--- src/rtl/control_input_debouncer.sv ---
// Switch/pushbutton conditioner: per-input metastability synchronizer, stable-count
// debounce, and registered one-cycle press/release pulses on accepted transitions.

module control_input_debouncer_lane #(
  parameter int DEBOUNCE_CYCLES = 1000000,
  parameter int SYNC_STAGES     = 2
) (
  input  logic clock,
  input  logic reset_n,
  input  logic raw,
  output logic level,
  output logic press,
  output logic rel
);
  localparam int CW = (DEBOUNCE_CYCLES > 2) ? $clog2(DEBOUNCE_CYCLES) : 1;
  localparam logic [CW-1:0] LAST = CW'(DEBOUNCE_CYCLES - 1);

  logic [SYNC_STAGES-1:0] sync;
  logic [CW-1:0]          cnt;
  logic                   s;

  assign s = sync[SYNC_STAGES-1];

  always_ff @(posedge clock or negedge reset_n) begin
    if (!reset_n) sync <= '0;
    else          sync <= {sync[SYNC_STAGES-2:0], raw};
  end

  // Any return to the current level restarts the count; only a full run is accepted.
  always_ff @(posedge clock or negedge reset_n) begin
    if (!reset_n) begin
      cnt   <= '0;
      level <= 1'b0;
      press <= 1'b0;
      rel   <= 1'b0;
    end else if (s == level) begin
      cnt   <= '0;
      press <= 1'b0;
      rel   <= 1'b0;
    end else if (cnt == LAST) begin
      cnt   <= '0;
      level <= s;
      press <= s;
      rel   <= ~s;
    end else begin
      cnt   <= cnt + 1'b1;
      press <= 1'b0;
      rel   <= 1'b0;
    end
  end
endmodule

module control_input_debouncer #(
  parameter int NUM_INPUTS      = 5,
  parameter int DEBOUNCE_CYCLES = 1000000,
  parameter int SYNC_STAGES     = 2
) (
  input  logic                  clock,
  input  logic                  reset_n,
  input  logic [NUM_INPUTS-1:0] raw_in,
  output logic [NUM_INPUTS-1:0] level_out,
  output logic [NUM_INPUTS-1:0] press_pulse,
  output logic [NUM_INPUTS-1:0] release_pulse
);
  for (genvar g = 0; g < NUM_INPUTS; g++) begin : g_lane
    control_input_debouncer_lane #(
      .DEBOUNCE_CYCLES(DEBOUNCE_CYCLES),
      .SYNC_STAGES    (SYNC_STAGES)
    ) u_lane (
      .clock  (clock),
      .reset_n(reset_n),
      .raw    (raw_in[g]),
      .level  (level_out[g]),
      .press  (press_pulse[g]),
      .rel    (release_pulse[g])
    );
  end
endmodule

--- config.mk ---
export PLATFORM = sky130hd
export DESIGN_NAME = control_input_debouncer
export DESIGN_NICKNAME = d
export VERILOG_FILES = /design/src/rtl/control_input_debouncer.sv
export SDC_FILE = /design/constraint.sdc
export NUM_CORES = 1
export LEC_CHECK = 0
export ABC_CLOCK_PERIOD_IN_PS = 2100
export CORE_UTILIZATION = 40
export CTS_CLUSTER_DIAMETER = 100
export DETAILED_ROUTE_END_ITERATION = 8
export GPL_ROUTABILITY_DRIVEN = 0
export GPL_TIMING_DRIVEN = 0
export PLACE_DENSITY_LB_ADDON = 0.1
export SLEW_MARGIN = 20
export SYNTH_ARGS = -nofsm -noshare
export SYNTH_HDL_FRONTEND = slang
export SYNTH_HIERARCHICAL = 1
export SYNTH_SLANG_ARGS = --single-unit
--- constraint.sdc ---
create_clock -name clock -period 2.1 [get_ports clock]
set_input_delay 0.42 -clock clock [delete_from_list [all_inputs] [get_ports clock]]
set_output_delay 0.42 -clock clock [all_outputs]
set_load 0.01 [all_outputs]
==> reports/qor.csv <==
metric;value;unit
drt-vias-per-instance;5.25;
place_ws;-0.0569;ns
p_leak;2.83;nW
crit_path_top_delay_cell;or4_1;
slew-limit-headroom;0.681;
synth_area;5870;sq um
root_buffer;clkbuf_16;
numPortBuffers;21;
max_slew.worst_pin.slew;0.478;ns
grtUsageTotal;0.168;
ys.flop_type;dfrtp_1;
async_flop_share;1.00;
antenna_found_initial;0;
synth_seq_area_share;0.533;
clock_skew;0.00516;ns
synth_cells;580;
via_count;4326;
hold_start;g_lane[4].u_lane/sync[0];
whs;0.345;ns
ys_top_cells_by_area;dfrtp_1 53%, xnor2_1 4.5%, nor2_1 4.2%, or4_1 3.8%, xor2_1 3.7%;
start_kind;register;
wl_per_cell;13.7;microns
drc;0;
coreArea;14100;sq um
fin_nets;644;
antennaDiodeCount;0;
area_growth;21.6;%
r2r-start;g_lane[0].u_lane/cnt[1];
setup-violations-final;0;
drive_gt1_frac;0.200;
hold_path.class;reg -> reg;
cap_viol_max_count;0;
crit_fanout;8;
cpLargestDelayFamily;simple AND/OR/NAND/NOR gates;
clock-sinks;125;
period_minus_slack;2.04;ns
clock_path_buffers;2;
yosysWarnings;6;
status;completed;
power.density;779;nW/um^2
drtPass1Iterations;4;
grt_overflow;0;
grt_pass1_vias;4277;
fp.dieH;123;microns
synth_area_per_cell;10.1;sq um
synthTopCellsByCount;125 x dfrtp_1, 65 x nor2_1, 40 x nand3_1;
synth.distinct_cells;29;
cp.arrival;2.39;ns
yosysMostFrequentCell;dfrtp_1;
crit_buf_inv;1;
fmax;490;MHz
cts_buffers;17;
crit_required;2.45;ns
grt_max_degree;65;
vdd_drop_max;506;uV
grt_pass1_wl;19700;microns
yosys.area.top_type;dfrtp_1;
start_util;0.416;
wirelength;11300;microns
setup_ws;0.0580;ns
tritoncts;yes;
htreeDepth;4;
io_pins;22;
drt_iter0_markers;226;
die-area;15200;sq um
max_stage_delay;0.49;ns
end_kind;register;
cts.reportedPaths.clkPinSlew;0.05;ns
synth_edf_count;0;
hpwl;7290;microns
fillers;1321;
ys_ff_latch;125;
syn-num-nets;592;
period_share;0.972;
synth.top_cell.area_share;0.533;
clk_latency;0.42;ns
worstSetupPathType;reg -> reg;
cp_cell_sequence;ha_4, nand2_1, or4_1, buf_2, or4_4, a21oi_2;
hold_viol;0;
drv_slew;0;
die_w;123;microns
rows;43;
drtAntennaViolNets;0;
crit_path_start;g_lane[0].u_lane/cnt[1];
-- worst paths after layout --
check	end	slack [ns]	cells after the start
max in group asynchronous	g_lane[2].u_lane/cnt[1]	0.89	3
hold reg to reg	g_lane[4].u_lane/sync[1]	0.35	0
setup reg to reg	g_lane[0].u_lane/cnt[18]	0.06	6
min in group asynchronous	g_lane[3].u_lane/cnt[18]	0.52	2
setup / recovery	g_lane[0].u_lane/cnt[18]	0.06	6
hold / removal	g_lane[4].u_lane/sync[1]	0.35	0
-- power by group --
group          switching, mW  total [mW]  internal, mW
Combinational          0.115       0.194        0.0800
Sequential            0.0398        2.49          2.45
Clock                  0.985        2.87          1.89
-- logic make-up after synthesis --
family / after synthesis / share of synthesized area
AND/OR/NAND/NOR: 250 / 0.240
flip-flops: 125 / 0.533
AO/OA/AOI/OAI: 85 / 0.0853
XOR/XNOR: 55 / 0.0821
buffers and inverters: 55 / 0.0394
multiplexers: 5 / 0.00959
adder cells (fa/ha/maj): 5 / 0.0107
-- worst reg2reg max path: stages (launching register included) --
cell and delay [ns]:
dfrtp_1 0.41, ha_4 0.18, nand2_1 0.08, or4_1 0.49, buf_2 0.18, or4_4 0.49, a21oi_2 0.14
-- area by class of cell --
class | instances | area, sq um | area share
Timing Repair Buffer | 33 | 328 | 0.0460
Buffer | 25 | 131 | 0.0184
Clock inverter | 6 | 82.6 | 0.0116
Sequential cell | 125 | 3130 | 0.439
Clock buffer | 25 | 505 | 0.0709
Multi-Input combinational cell | 400 | 2620 | 0.367
Inverter | 30 | 113 | 0.0158
Tap cell | 180 | 225 | 0.0316
-- flip-flops by register name, indices dropped and copies added, names as in the netlist --
register	cells
g_lane.u_lane/press	5
g_lane.u_lane/level	5
g_lane.u_lane/cnt	100
g_lane.u_lane/sync	10
g_lane.u_lane/rel	5
-- cells in the final DEF (no fill, tap or decap), types with 17 or more instances in the layout --
cell type,instances
clkbuf_16,17
or4_1,29
xnor2_1,30
nor2_1,65
o21ai_0,25
clkdlybuf4s50_1,20
dfrtp_1,124
nand2_1,24
inv_1,30
nand3_1,40
buf_2,18
xor2_1,25
a21oi_1,33
-- through the flow --
stage | cell area, sq um | power (mW) | TNS (ns) | cells | util
2_1_floorplan | 5870 | 2.59 | 0 | 580 | -
3_3_place_gp | 6300 | 2.68 | -542.67 | 781 | 0.447
3_5_place_dp | 6340 | 2.68 | -0.305 | 782 | 0.449
4_1_cts | 7020 | 5.63 | 0 | 819 | 0.498
5_1_grt | 7130 | 5.79 | -0.0798 | 824 | 0.506
6_report | 7130 | 5.55 | 0 | 824 | 0.506
-- timing repair --
action | 4_1_cts | 5_1_grt
endpoints found under the setup margin | 22 | 41
gates resized for setup | 9 | 17
pin swaps | 0 | 3
hold buffers | 1 | 0
buffers inserted | 5 | 5
hold endpoints to repair | 61 | 0
-- per-layer routing --
metal	track usage	part of all wire	vias up	wire, microns
li1	-	-	2146	-
met1	0.216	0.48	2118	5380
met2	0.262	0.48	44	5380
met3	0.0392	0.025	18	281
met4	0.0911	0.019	0	214
met5	0	0	-	0
No activity file was read; power rests on OpenSTA's default activity.
